**src/rtl/fredkin_pkg.sv**
```systemverilog
// Shared types and width-generic rotate helpers for the Fredkin pipeline.
// Pure package: no latency, no flow control.
// Rotates operate on the low w bits of a MAX_W container; upper bits must be zero.
package fredkin_pkg;

    localparam int MAX_W = 256;

    typedef logic [MAX_W-1:0] word_t;

    typedef enum logic {
        FWD = 1'b0,
        INV = 1'b1
    } dir_e;

    function automatic word_t low_mask(input int w);
        word_t msk;
        msk = '0;
        for (int i = 0; i < MAX_W; i++) begin
            if (i < w) begin
                msk[i] = 1'b1;
            end
        end
        return msk;
    endfunction

    function automatic word_t rotl1(input word_t x, input int w);
        return ((x << 1) | (x >> (w - 1))) & low_mask(w);
    endfunction

    function automatic word_t rotr1(input word_t x, input int w);
        return ((x >> 1) | (x << (w - 1))) & low_mask(w);
    endfunction

endpackage

```
**src/rtl/fredkin_stage.sv**
```systemverilog
// One word-wide controlled-swap stage, forward or inverse.
// Latency: purely combinational.
// Backpressure: none; the enclosing pipeline registers and stalls around it.
module fredkin_stage
    import fredkin_pkg::*;
#(
    parameter int WIDTH = 8
) (
    input  logic [WIDTH-1:0] a,
    input  logic [WIDTH-1:0] b,
    input  logic [WIDTH-1:0] m,
    input  dir_e             dir,
    output logic [WIDTH-1:0] a_n,
    output logic [WIDTH-1:0] b_n
);

    logic [WIDTH-1:0] b_rot_r;
    logic [WIDTH-1:0] b_pre;
    logic [WIDTH-1:0] b_sw;
    logic [WIDTH-1:0] b_rot_l;

    // Inverse undoes the forward rotate first, then repeats the (self-inverse) swap.
    always_comb begin
        b_rot_r = WIDTH'(rotr1(word_t'(b), WIDTH));
        b_pre   = (dir == INV) ? b_rot_r : b;
        a_n     = (a & ~m) | (b_pre & m);
        b_sw    = (b_pre & ~m) | (a & m);
        b_rot_l = WIDTH'(rotl1(word_t'(b_sw), WIDTH));
        b_n     = (dir == INV) ? b_sw : b_rot_l;
    end

endmodule

```
**src/rtl/fredkin_pipe.sv**
```systemverilog
// Pipelined cascade of STAGES Fredkin swap stages on two WIDTH-bit words.
// Latency: STAGES cycles from accept to out_valid, 1 transaction/cycle sustained.
// Backpressure: combinational ready chain from out_ready, bubbles squeezed, no skid buffer.
module fredkin_pipe
    import fredkin_pkg::*;
#(
    parameter int WIDTH  = 8,
    parameter int STAGES = 4
) (
    input  logic                    clk,
    input  logic                    rst_n,
    input  logic                    in_valid,
    output logic                    in_ready,
    input  logic [WIDTH-1:0]        in_a,
    input  logic [WIDTH-1:0]        in_b,
    input  logic [STAGES*WIDTH-1:0] in_c,
    input  logic                    in_dir,
    output logic                    out_valid,
    input  logic                    out_ready,
    output logic [WIDTH-1:0]        out_a,
    output logic [WIDTH-1:0]        out_b,
    output logic [STAGES*WIDTH-1:0] out_c,
    output logic                    out_dir
);

    localparam int CW = STAGES * WIDTH;

    if (WIDTH < 2 || WIDTH > MAX_W || STAGES < 1) begin : g_param_check
        $error("fredkin_pipe: WIDTH must be 2..MAX_W and STAGES >= 1");
    end

    logic [STAGES-1:0]            st_vld;
    logic [STAGES-1:0][WIDTH-1:0] st_a;
    logic [STAGES-1:0][WIDTH-1:0] st_b;
    logic [STAGES-1:0][CW-1:0]    st_c;
    logic [STAGES-1:0]            st_dir;

    logic [STAGES-1:0]            src_vld;
    logic [STAGES-1:0][WIDTH-1:0] src_a;
    logic [STAGES-1:0][WIDTH-1:0] src_b;
    logic [STAGES-1:0][CW-1:0]    src_c;
    logic [STAGES-1:0]            src_dir;

    logic [STAGES-1:0][WIDTH-1:0] mask;
    logic [STAGES-1:0][WIDTH-1:0] nxt_a;
    logic [STAGES-1:0][WIDTH-1:0] nxt_b;
    logic [STAGES-1:0]            ld;

    // Stage k is fed by the input port (k == 0) or by the register of stage k-1.
    always_comb begin
        src_vld[0] = in_valid;
        src_a[0]   = in_a;
        src_b[0]   = in_b;
        src_c[0]   = in_c;
        src_dir[0] = in_dir;
        for (int k = 1; k < STAGES; k++) begin
            src_vld[k] = st_vld[k-1];
            src_a[k]   = st_a[k-1];
            src_b[k]   = st_b[k-1];
            src_c[k]   = st_c[k-1];
            src_dir[k] = st_dir[k-1];
        end
    end

    // A stage may load if it is empty or its contents move on this same cycle.
    always_comb begin
        logic chain;
        chain = out_ready;
        ld    = '0;
        for (int k = STAGES - 1; k >= 0; k--) begin
            ld[k] = !st_vld[k] || chain;
            chain = ld[k];
        end
    end

    for (genvar k = 0; k < STAGES; k++) begin : g_stage
        // Inverse walks the mask list backwards so it retraces a forward pass.
        assign mask[k] = src_dir[k] ? src_c[k][(STAGES-1-k)*WIDTH +: WIDTH]
                                    : src_c[k][k*WIDTH +: WIDTH];

        fredkin_stage #(
            .WIDTH (WIDTH)
        ) u_stage (
            .a   (src_a[k]),
            .b   (src_b[k]),
            .m   (mask[k]),
            .dir (dir_e'(src_dir[k])),
            .a_n (nxt_a[k]),
            .b_n (nxt_b[k])
        );
    end

    always_ff @(posedge clk or negedge rst_n) begin
        if (!rst_n) begin
            st_vld <= '0;
            st_a   <= '0;
            st_b   <= '0;
            st_c   <= '0;
            st_dir <= '0;
        end else begin
            for (int k = 0; k < STAGES; k++) begin
                if (ld[k]) begin
                    st_vld[k] <= src_vld[k];
                    if (src_vld[k]) begin
                        st_a[k]   <= nxt_a[k];
                        st_b[k]   <= nxt_b[k];
                        st_c[k]   <= src_c[k];
                        st_dir[k] <= src_dir[k];
                    end
                end
            end
        end
    end

    assign in_ready  = ld[0];
    assign out_valid = st_vld[STAGES-1];
    assign out_a     = st_a[STAGES-1];
    assign out_b     = st_b[STAGES-1];
    assign out_c     = st_c[STAGES-1];
    assign out_dir   = st_dir[STAGES-1];

endmodule

```
**config.mk**
```make
export PLATFORM = sky130hd
export DESIGN_NAME = fredkin_pipe
export DESIGN_NICKNAME = d
export VERILOG_FILES = /design/src/rtl/fredkin_pkg.sv /design/src/rtl/fredkin_stage.sv /design/src/rtl/fredkin_pipe.sv
export SDC_FILE = /design/constraint.sdc
export NUM_CORES = 1
export LEC_CHECK = 0
export CAP_MARGIN = 30
export CORE_AREA = 2 2 134 136
export CTS_BUF_LIST = sky130_fd_sc_hd__clkbuf_2
export CTS_CLUSTER_DIAMETER = 60
export DETAILED_ROUTE_END_ITERATION = 12
export DIE_AREA = 0 0 136 138
export PLACE_DENSITY = 0.77
export SLEW_MARGIN = 5
export SYNTH_ARGS = -nofsm -noshare
export SYNTH_HDL_FRONTEND = slang
export SYNTH_SLANG_ARGS = --single-unit
```
**constraint.sdc**
```tcl
create_clock -name clk -period 1.6 [get_ports clk]
set_input_delay 0.4 -clock clk [delete_from_list [all_inputs] [get_ports clk]]
set_output_delay 0.4 -clock clk [all_outputs]
set_load 0.02 [all_outputs]
```
After elaboration in Yosys (flattened, before gate mapping)
Cells that the tools add are included.
{"block": "op_classes", "muxes": 12, "n_bitwise": 36, "n_reduce_logical": 12}
{"cell": "AND 8 bit", "n": 16}
{"cell": "two-way mux 8 bit", "n": 12}
{"cell": "OR 8 bit", "n": 8}
{"cell": "NOT 8 bit", "n": 4}
{"cell": "OR 7 x 8 -> 8 bit", "n": 4}
{"cell": "OR 8 x 1 -> 8 bit", "n": 4}
{"cell": "AND reduction 2 bit", "n": 4}
{"cell": "zero test 1 bit", "n": 4}
{"cell": "logical OR 1 bit", "n": 4}
{"block": "word_totals", "regBits": 200, "input_bits": 53}

Logic depth before layout (Yosys ltp)
Gate-level depths: netlist of the first run.
{"block": "logic_depth", "word_depth": 6, "depth_mapped": 5}

Cells and area by module
Synthesis of the first run repeated with hierarchy kept, for this count alone.
{"block": "unflattened", "hier_cells": 665, "hier_area_um2": 9524.1}
{"mod": "fredkin_pipe", "instances": 1, "cells_per_inst": 465, "area_per_inst_um2": 7837.5, "seq_area_each_um2": 5004.8}
{"mod": "fredkin_stage", "instances": 4, "cells_per_inst": 50, "area_per_inst_um2": 421.7, "seq_area_each_um2": 0.0}

Worst setup path after synthesis of the first run
Ideal clock, no wire load.
{"block": "synth_path", "kind": "flip-flop to flip-flop", "startpoint": "reg st_vld[3]", "endpoint": "reg st_c (netlist bit src_c[49])", "t_arrival_ns": 1.452, "required_ns": 1.473, "path_slack_ns": 0.020, "path_stages_with_launch": 6, "path_cell_list": "dfrtp_1 nand4b_2 o21ai_2 buf_6 buf_8 mux2_1"}
{"block": "synth_via", "elab_chain_len": 6}
{"element": "start: declaration", "line": "fredkin_pipe.sv:32", "rtl": "logic [STAGES-1:0] st_vld;"}
{"element": "start signal: indexed assignment", "line": "fredkin_pipe.sv:103", "rtl": "st_vld[k] <= src_vld[k];"}
{"element": "zero test 1 bit", "line": "fredkin_pipe.sv:71", "rtl": "ld[k] = !st_vld[k] || chain;"}
{"element": "logical OR 1 bit (4 in series)", "line": "fredkin_pipe.sv:71"}
{"element": "AND reduction 2 bit (no source line)"}
{"element": "end signal: indexed assignment", "line": "fredkin_pipe.sv:107", "rtl": "st_c[k] <= src_c[k];"}
{"element": "end: declaration", "line": "fredkin_pipe.sv:35", "rtl": "logic [STAGES-1:0][CW-1:0] st_c;"}
No other way between the ends.
A chain may end at the register's enable or synchronous reset.

Final worst setup path of the first run
{"block": "layout_path", "startpoint": "reg st_vld[3]", "endpoint": "out in_ready"}
{"block": "layout_via", "elab_chain_len": 5}
{"element": "zero test 1 bit", "line": "fredkin_pipe.sv:71"}
{"element": "logical OR 1 bit (4 in series)", "line": "fredkin_pipe.sv:71"}
{"element": "end: declaration", "line": "fredkin_pipe.sv:13", "rtl": "output logic in_ready,"}
No other way between the ends.

==> results.md, run 1 <==
* Status: finished, violations left
* Failing checks: setup timing
* Worst-Margin Slew at 476 ps
* Clock Skew at 55.4 ps
* Slack of the critical path at -492 ps
* Inst Count DP at 974
* IO Count at 104
* Final Slew Violations at 0
* Top cell type's share of synthesized area at 53.2%
* Core area at 17500 um^2
* Largest area contributor in the netlist: dfrtp_1
* Max Fclk at 0.478 GHz
* CP startpoint kind: flip-flop
* CTS Sinks at 200
* Number of H-tree levels at 4
* Synth Net Count at 682
* Crit share post-route at 131%
* Cell Pwr Density at 1620 nW/um^2
* Most common cell after layout, fill and taps aside: dfrtp_1
* LEAKAGE at 5.69 nW
* Largest net degree at the start of global routing at 49
* Final Hold Fails at 0
* Die area at 18800 um^2
* Synthesized instance count at 629
* Min Tclk post-route at 2090 ps
* Synth Cell Area at 9410 um^2
* Maximum VDD drop at 1020 uV
* Layout area overhead at 28.2%
* ANT nets after route at 0
* Clock-pin slew on the worst setup and hold paths at 270 ps
* GR Overflow Total at 0
* Filler Cell Count at 1210
* CP arrival at 1690 ps
* TritonCTS clock tree: yes
* Routed vias/inst at 5.51
* CTS max path bufs at 2
* Yosys Warn Count at 0
* Slew headroom at 68.3%
* Fraction of layout cells with a size suffix above 1 at 44.6%
* Number of global-route vias before repair at 6116
* RSZ-0062 raised after global routing: true
* Min-Delay Path Class: in2async
* Final Non-Filler Cells at 1047
* CP Class: reg2out
* Worst path required time at 1200 ps
* Maxcap violations at 0
* Initial detailed-routing violation count at 331
* Mapped Avg Cell Area at 15.0 um^2
* Clk root buf: clkbuf_2
* Most frequent cells in the layout: dfrtp_1 (200), mux2i_1 (192), mux2_2 (152)
* Drt first pass iters at 4
* Worst setup EP type: output port
* Yosys reg bits at 200
* Die height at 138 um
* Final setup viols at 150
* Sequential fraction of the synthesis area at 53.2%
* Worst-path maximum fanout at 2
* Antenna violations before repair at 1
* CTS Buf Count at 17
* Nets@finish at 858
* DR vias at 5765
* Drt drc at 0
* Die Wd at 136 um
* Synth cell types at 15
* Buffers on Ports at 103
* DRT Wirelength at 21.2 mm
* Final Wtd Congestion at 0.830
* Worst skew pair latency at 750 ps
* DR WL/cell at 20.3 um
* Tot GR Track Use at 22.8%
* First-pass GRT wire length at 32.9 mm
* Initial core utilization at 53.6%
* Cell Rows at 49
* Post-DP HPWL at 14.8 mm
* Top area cells in the synthesized netlist: dfrtp_1 (53%), mux2_2 (22%), mux2i_1 (20%), mux2_1 (1.2%), buf_4 (0.88%)
* Setup slack at placement at -709 ps
[per-layer routing]
metal / track usage (%) / routed length [um] / up-vias / part of all wire, %
met2: 38.0 / 10800 / 103 / 51
li1: - / - / 2666 / -
met3: 3.78 / 510 / 23 / 2.4
met4: 7.62 / 334 / 0 / 1.6
met1: 30.5 / 9610 / 2973 / 45
met5: 0 / 0 / - / 0
[flip-flops by register name (all words and copies together), names as in the netlist]
signal,flops
src_c,96
out_c,32
st_vld,4
src_a,24
out_b,8
src_b,24
st_dir,4
out_a,8
[final timing paths]
| path | from | to | slack, ps | cells past startpoint |
|---|---|---|---|---|
| worst max-delay path | st_vld[3]$_DFFE_PN0P_ | in_ready | -490 | 3 |
| worst min-delay path | rst_n | src_c[107]$_DFFE_PN0P_ | 100 | 2 |
| worst max register to register | st_vld[3]$_DFFE_PN0P_ | src_b[12]$_DFFE_PN0P_ | -290 | 8 |
| worst min register to register | src_c[115]$_DFFE_PN0P_ | out_c[19]$_DFFE_PN0P_ | 530 | 1 |
| max in group asynchronous | rst_n | src_b[22]$_DFFE_PN0P_ | 870 | 3 |
| min in group clk | in_c[20] | src_c[52]$_DFFE_PN0P_ | 240 | 2 |
[timing repair]
action,in CTS,in global routing
gates resized for setup,314,60
pin swaps,0,4
gates cloned,5,6
setup endpoints to repair,100,157
buffers inserted,17,14
hold endpoints to repair,200,0
hold buffers,1,0
[stage by stage]
| step | utilization [%] | setup TNS, ps | hold WS [ps] | power, mW | cell area, um^2 |
|---|---|---|---|---|---|
| final | 68.8 | -19320 | 104 | 19.6 | 12100 |
| after global routing | 68.8 | -30610 | 21.3 | 20.7 | 12100 |
| after CTS | 66.1 | -14480 | 29.4 | 19.2 | 11600 |
| after floorplan | - | 0 | 104 | 13.1 | 9410 |
| after detailed placement | 62.6 | -78010 | 343 | 16.2 | 11000 |
| after global placement | 62.6 | -69370 | 339 | 15.7 | 11000 |
[cells by family (layout without fill, tap and decap cells)]
group                  Yosys count  in the layout  share of synthesized area [%]
buffers and inverters           29            217                           2.06
muxes                          388            388                           43.9
DFF                            200            200                           53.2
other                            0              1                              0
and+or+nand+nor                 11             11                          0.732
AOI/OAI and AO/OA                1              1                         0.0931
[report_power, final]
| part | leakage, nW | total [mW] | internal [mW] | switching [mW] |
|---|---|---|---|---|
| combinational | 3.23 | 8.20 | 5.02 | 3.18 |
| clock | 0.132 | 2.35 | 0.726 | 1.62 |
| sequential | 2.33 | 9.03 | 6.92 | 2.11 |
| total | 5.69 | 19.6 | 12.7 | 6.92 |
[area by class of cell]
class | instances | area, um^2 | share of cell area (%)
sequential | 200 | 5000 | 41.5
inverter | 1 | 3.75 | 0.0311
multi-input combinational | 400 | 4420 | 36.6
tap | 229 | 287 | 2.38
antenna | 1 | 2.50 | 0.0208
clock buffer | 20 | 100 | 0.830
timing repair buffer | 185 | 2120 | 17.6
clock inverter | 11 | 121 | 1.01
[synthesized netlist by cell type]
library cell,count
mux2_2,186
dfrtp_1,200
nand4b_2,1
nand2_1,4
buf_2,14
buf_6,2
mux2i_1,192
buf_8,1
o21ai_2,1
mux2_1,10
nand3b_1,1
nand2b_1,4
inv_1,1
or2_2,1
buf_4,11
[worst max-delay path, stage by stage (launching register included)]
cell,delay [ps]
dfrtp_1,450
nand4b_4,120
or2_4,250
buf_6,130
No activity file was read; power rests on OpenSTA's default activity.
==> run 2: changes to the inputs <==
CORE_AREA = 2 2 141 143   (was 2 2 134 136)
DIE_AREA = 0 0 143 145   (was 0 0 136 138)
PLACE_DENSITY = 0.71   (was 0.77)
==> results.md, run 2 (synthesis results as in run 1) <==
* Die Wd at 143 um (+5.1%)
* ANT nets after route at 0 (unchanged)
* CP Class: reg2out
* Min-Delay Path Class: in2reg
* RSZ-0062 raised after global routing: true
* Worst path required time at 1200 ps (about the same)
* Worst-path maximum fanout at 2 (unchanged)
* TritonCTS clock tree: yes
* Slowest CP cell: dfrtp_1
* Cell Rows at 51 (+4.1%)
* Crit share post-route at 133% (+2.5 points)
* Core area at 19200 um^2 (+9.5%)
* Worst skew pair latency at 790 ps (+40 ps)
* Maximum VDD drop at 602 uV (-41%)
* Min Tclk post-route at 2130 ps (+39.7 ps)
* CTS Buf Count at 17 (unchanged)
* Initial detailed-routing violation count at 206 (-38%)
* Most frequent cells in the layout: dfrtp_1 (200), mux2i_1 (192), mux2_2 (139)
* Drt drc at 0 (unchanged)
* IO Count at 104 (unchanged)
* Tot GR Track Use at 20.4% (-2.5 points)
* CTS Sinks at 200 (unchanged)
* LEAKAGE at 5.87 nW (+3.2%)
* DR vias at 5841 (+1.3%)
* Final Hold Fails at 0 (unchanged)
* Die area at 20700 um^2 (+10%)
* Maxcap violations at 0 (unchanged)
* Final Slew Violations at 0 (unchanged)
* Number of global-route vias before repair at 5855 (-4.3%)
* Max reg flops at 96 (unchanged)
* Final setup viols at 176 (+17%)
* Drt first pass iters at 4 (unchanged)
* CP cell instances: nand4b_4 > or2_4 > buf_6
* Nets@finish at 870 (+1.4%)
* DP Area at 11000 um^2 (+0.39%)
* Fraction of layout cells with a size suffix above 1 at 45.2% (+0.68 points)
* CP arrival at 1730 ps (+40 ps)
* Setup slack at placement at -692 ps (+16.1 ps)
* Worst setup EP type: output port
* Post-DP HPWL at 14.7 mm (-0.56%)
* Clock Skew at 29.0 ps (-26.4 ps)
* DRT Wirelength at 22.3 mm (+4.9%)
* Cell area after layout at 12400 um^2 (+3.0%)
* Worst-Margin Slew at 520 ps (+44.5 ps)
* Slack of the critical path at -532 ps (-39.7 ps)
* Clock-pin slew on the worst setup and hold paths at 280 ps (about the same)
* Die height at 145 um (+5.1%)
* First-pass GRT wire length at 32.6 mm (-1.0%)
* Buffers on Ports at 103 (unchanged)
* Clk root buf: clkbuf_2
* Number of H-tree levels at 4 (unchanged)
* GR Overflow Total at 0 (unchanged)
* Largest net degree at the start of global routing at 48 (-2.0%)
* DR WL/cell at 20.3 um (+0.27%)
* Worst hold slack at 187 ps (+83.1 ps)
* Cell Pwr Density at 1610 nW/um^2 (-0.92%)
* Delay of the slowest critical-path stage at 450 ps (about the same)
* Layout area overhead at 32.0%
* Most common cell after layout, fill and taps aside: dfrtp_1
* Status: finished, violations left
* Final Total Pwr at 20.0 mW (+2.1%)
* Slew headroom at 65.3% (-3.0 points)
* Initial core utilization at 49.0% (-4.7 points)
* Filler Cell Count at 1400 (+16%)
* Post-layout util at 64.7% (-4.1 points)
* Routed vias/inst at 5.33 (-3.1%)
* Final Wtd Congestion at 0.816 (-1.7%)
* Max Fclk at 0.469 GHz (-1.9%)
* CP startpoint kind: flip-flop
* Antenna violations before repair at 1 (unchanged)
* CTS max path bufs at 2 (unchanged)
* Failing checks: setup timing
## run 2: path summary, 6_finish.rpt
kind | start | endpoint | slack, ps | depth (start not counted)
worst max-delay path | st_vld[3]$_DFFE_PN0P_ | in_ready | -530 | 3
worst min-delay path | in_c[21] | src_c[53]$_DFFE_PN0P_ | 190 | 2
worst max register to register | st_vld[3]$_DFFE_PN0P_ | src_b[11]$_DFFE_PN0P_ | -300 | 9
worst min register to register | src_c[89]$_DFFE_PN0P_ | src_c[121]$_DFFE_PN0P_ | 520 | 1
max in group asynchronous | rst_n | st_vld[0]$_DFFE_PN0P_ | 150 | 4
min in group asynchronous | rst_n | src_c[97]$_DFFE_PN0P_ | 580 | 3
## run 2: worst max-delay path: cells and delay by family (launching register included)
kind | cells | cell delay [ps]
DFF | 1 | 450
buffers and inverters | 1 | 130
and+or+nand+nor | 2 | 370
## run 2: timing repair
action                                 CTS  global route
gates resized for setup                356            39
endpoints found under the hold margin  200             0
gates cloned                             5            17
buffers inserted                        20            14
pin swaps                                1             6
hold buffers                             3             0
setup endpoints to repair              100           194
## run 2: power by group
group,switching [mW],internal (mW)
sequential,2.07,6.92
combinational,3.24,5.20
clock,1.69,0.873
## run 2: per-layer routing
layer  track usage [%]  up-vias  part of all wire [%]  routed length (um)
met2              32.6      107                    49               10900
met3              2.84       24                   3.2                 722
met1              29.1     3000                    46               10300
li1                  -     2710                     -                   -
met4              5.79        0                   1.7                 382
met5                 0        -                     0                   0
## run 2: final cells by class
class	count	area, um^2	area share [%]
Sequential cell	200	5000	40.3
Multi-Input combinational cell	401	4490	36.2
Timing Repair Buffer	196	2340	18.8
Tap cell	265	332	2.67
Clock inverter	12	153	1.23
Clock buffer	19	95.1	0.766
Inverter	1	3.75	0.0302
Antenna cell	1	2.50	0.0201
## run 2: metrics by stage
stage / cells / setup TNS (ps)
2_1_floorplan: 629 / 0
3_3_place_gp: 1008 / -69650
3_5_place_dp: 1008 / -73330
4_1_cts: 1067 / -26060
5_1_grt: 1095 / -43020
6_report: 1095 / -27720
==> run 3: changes to the inputs <==
SETUP_SLACK_MARGIN = 0.2   (was default)
==> results.md, run 3 (synthesis results as in run 1) <==
* Die Wd at 143 um (unchanged)
* GR Overflow Total at 0 (unchanged)
* Initial detailed-routing violation count at 212 (+2.9%)
* Initial core utilization at 49.0% (unchanged)
* Nets@finish at 898 (+3.2%)
* WP depth at 3 (unchanged)
* Clock Skew at 38.6 ps (+9.66 ps)
* Fraction of layout cells with a size suffix above 1 at 47.3% (+2.1 points)
* Max Fclk at 0.471 GHz (+0.46%)
* R2R Setup Slk at -260 ps (+40 ps)
* Tot GR Track Use at 23.3% (+2.9 points)
* Combinational share of power at 43.8% (+1.6 points)
* CP arrival at 1720 ps (about the same)
* RSZ-0062 raised after global routing: true
* Met2 WL at 11.9 mm (+8.9%)
* Buffers on Ports at 103 (unchanged)
* Slowest CP cell: dfrtp_1
* R2R Path End: src_a[11]$_DFFE_PN0P_
* Clock-pin slew on the worst setup and hold paths at 260 ps (-20 ps)
* Post-DP HPWL at 14.9 mm (+1.7%)
* DP Area at 11000 um^2 (+0.20%)
* Failing checks: setup timing
* CP cell instances: nand4b_4 > or2_4 > buf_6
* ANT nets after route at 0 (unchanged)
* CP startpoint kind: flip-flop
* Cell area after layout at 12900 um^2 (+4.1%)
* Largest net degree at the start of global routing at 41 (-15%)
* Worst-path maximum fanout at 2 (unchanged)
* Worst path bufs/invs at 1 (unchanged)
* LEAKAGE at 6.08 nW (+3.5%)
* TritonCTS clock tree: yes
* FF-to-FF path depth at 9 (unchanged)
* Worst-Margin Slew at 514 ps (-6.55 ps)
* Most frequent cells in the layout: dfrtp_1 (199), mux2i_1 (192), mux2_2 (152)
* First-pass GRT wire length at 36.6 mm (+12%)
* Drt drc at 0 (unchanged)
* Slack of the critical path at -522 ps (+9.81 ps)
* Delay of the slowest critical-path stage at 460 ps (about the same)
* Number of global-route vias before repair at 6238 (+6.5%)
* Final Wtd Congestion at 0.819 (+0.29%)
* Routed vias/inst at 5.32 (-0.20%)
* Die area at 20700 um^2 (unchanged)
* Max reg flops at 96 (unchanged)
* Worst hold slack at 208 ps (+21.0 ps)
* IO Count at 104 (unchanged)
* Final Slew Violations at 0 (unchanged)
* DR WL/cell at 20.7 um (+1.6%)
* Most common cell after layout, fill and taps aside: dfrtp_1
* Cell Pwr Density at 1570 nW/um^2 (-2.6%)
* Cell Rows at 51 (unchanged)
* Die height at 145 um (unchanged)
* CTS Sinks at 200 (unchanged)
* Worst Setup SP: st_vld[1]$_DFFE_PN0P_
* Sequential share of power at 44.5% (-0.5 points)
* Clk root buf: clkbuf_2
* DRT Wirelength at 23.2 mm (+4.1%)
* Family with the most delay on the worst path: flip-flops
* Crit share post-route at 133% (-0.61 points)
* Maxcap violations at 0 (unchanged)
* Status: finished, violations left
* Internal power at 13.1 mW (+0.92%)
* Worst path required time at 1200 ps (about the same)
* Drt first pass iters at 4 (unchanged)
* CTS Buf Count at 17 (unchanged)
* Final setup viols at 230 (+31%)
* Min-Delay Path Class: in2reg
* Antenna violations before repair at 1 (unchanged)
* CP Class: reg2out
* Slew headroom at 65.7% (+0.44 points)
* Part of the power in the clock network at 11.8% (-1.0 points)
* Min Tclk post-route at 2120 ps (-9.81 ps)
* Switching share of power at 35.3% (+0.30 points)
* CTS max path bufs at 2 (unchanged)
* Critical R2R Launch: st_vld[1]$_DFFE_PN0P_
* Net Sw Power at 7.16 mW (+2.3%)
* Worst setup EP type: output port
* Met3 WL at 575 um (-20%)
* Worst skew pair latency at 790 ps (about the same)
* Core area at 19200 um^2 (unchanged)
* Max layer used: met4
* Worst Setup EP: in_ready
* Number of H-tree levels at 4 (unchanged)
* DR vias at 5973 (+2.3%)
* DRT met1 WL at 10.3 mm (+0.63%)
* Maximum VDD drop at 551 uV (-8.4%)
* Layout area overhead at 37.5%
* Final Hold Fails at 0 (unchanged)
## run 3: metrics by stage
| step | cells | util, % | setup TNS (ps) | power, mW | worst slack [ps] |
|---|---|---|---|---|---|
| 2_1_floorplan | 629 | - | 0 | 13.1 | 105 |
| 3_3_place_gp | 1013 | 57.5 | -67440 | 15.8 | -636 |
| 3_5_place_dp | 1013 | 57.5 | -72450 | 16.2 | -649 |
| 4_1_cts | 1100 | 65.9 | -28290 | 19.9 | -555 |
| 5_1_grt | 1122 | 67.3 | -39200 | 21.4 | -615 |
| 6_report | 1122 | 67.3 | -29770 | 20.3 | -522 |
## run 3: worst register-to-register path, delay by kind of cell (launching register included)
kind	cells	cell delay [ps]
AOI/OAI and AO/OA	1	140
DFF	1	460
muxes	1	330
buffers and inverters	6	750
and+or+nand+nor	1	120
## run 3: power by group through the flow
stage	sequential [mW]	clock, mW	combinational [mW]
finish	9.01	2.38	8.87
floorplan	9.06	0	4.05
global placement	8.79	0	7.02
global route	9.26	2.65	9.45
CTS	8.95	2.41	8.55
detailed placement	8.96	0	7.22
## run 3: how the worst min path moves through the flow
stage	startpoint	end	slack [ps]	cells past startpoint
after floorplan	rst_n	out_a[0]$_DFFE_PN0P_	100	0
after global placement	rst_n	st_vld[2]$_DFFE_PN0P_	340	1
after detailed placement	rst_n	out_c[8]$_DFFE_PN0P_	340	1
after CTS	rst_n	out_c[1]$_DFFE_PN0P_	20	2
after global routing	in_c[16]	src_c[48]$_DFFE_PN0P_	130	2
final	in_c[16]	src_c[48]$_DFFE_PN0P_	210	2
## run 3: routing by layer
| metal | global-route usage, % | vias up |
|---|---|---|
| met5 | 0 | - |
| li1 | - | 2757 |
| met3 | 3.33 | 30 |
| met2 | 39.1 | 119 |
| met1 | 31.3 | 3067 |
| met4 | 6.73 | 0 |
## run 3: final cells by class
| cell class | instances | area [um^2] |
|---|---|---|
| timing repair buffer | 224 | 2910 |
| fill | 1320 | 6270 |
| clock buffer | 19 | 95.1 |
| multi-input combinational | 401 | 4460 |
| clock inverter | 11 | 126 |
| antenna | 1 | 2.50 |
| inverter | 1 | 3.75 |
| tap | 265 | 332 |
| sequential | 200 | 5010 |
## run 3: timing repair
action                     CTS  global route
setup endpoints to repair  237           247
resized for setup          397            19
pin swaps                    5             5
gates cloned                26             2
hold buffers                 1             1
hold endpoints to repair   200             3
buffers inserted            30            18
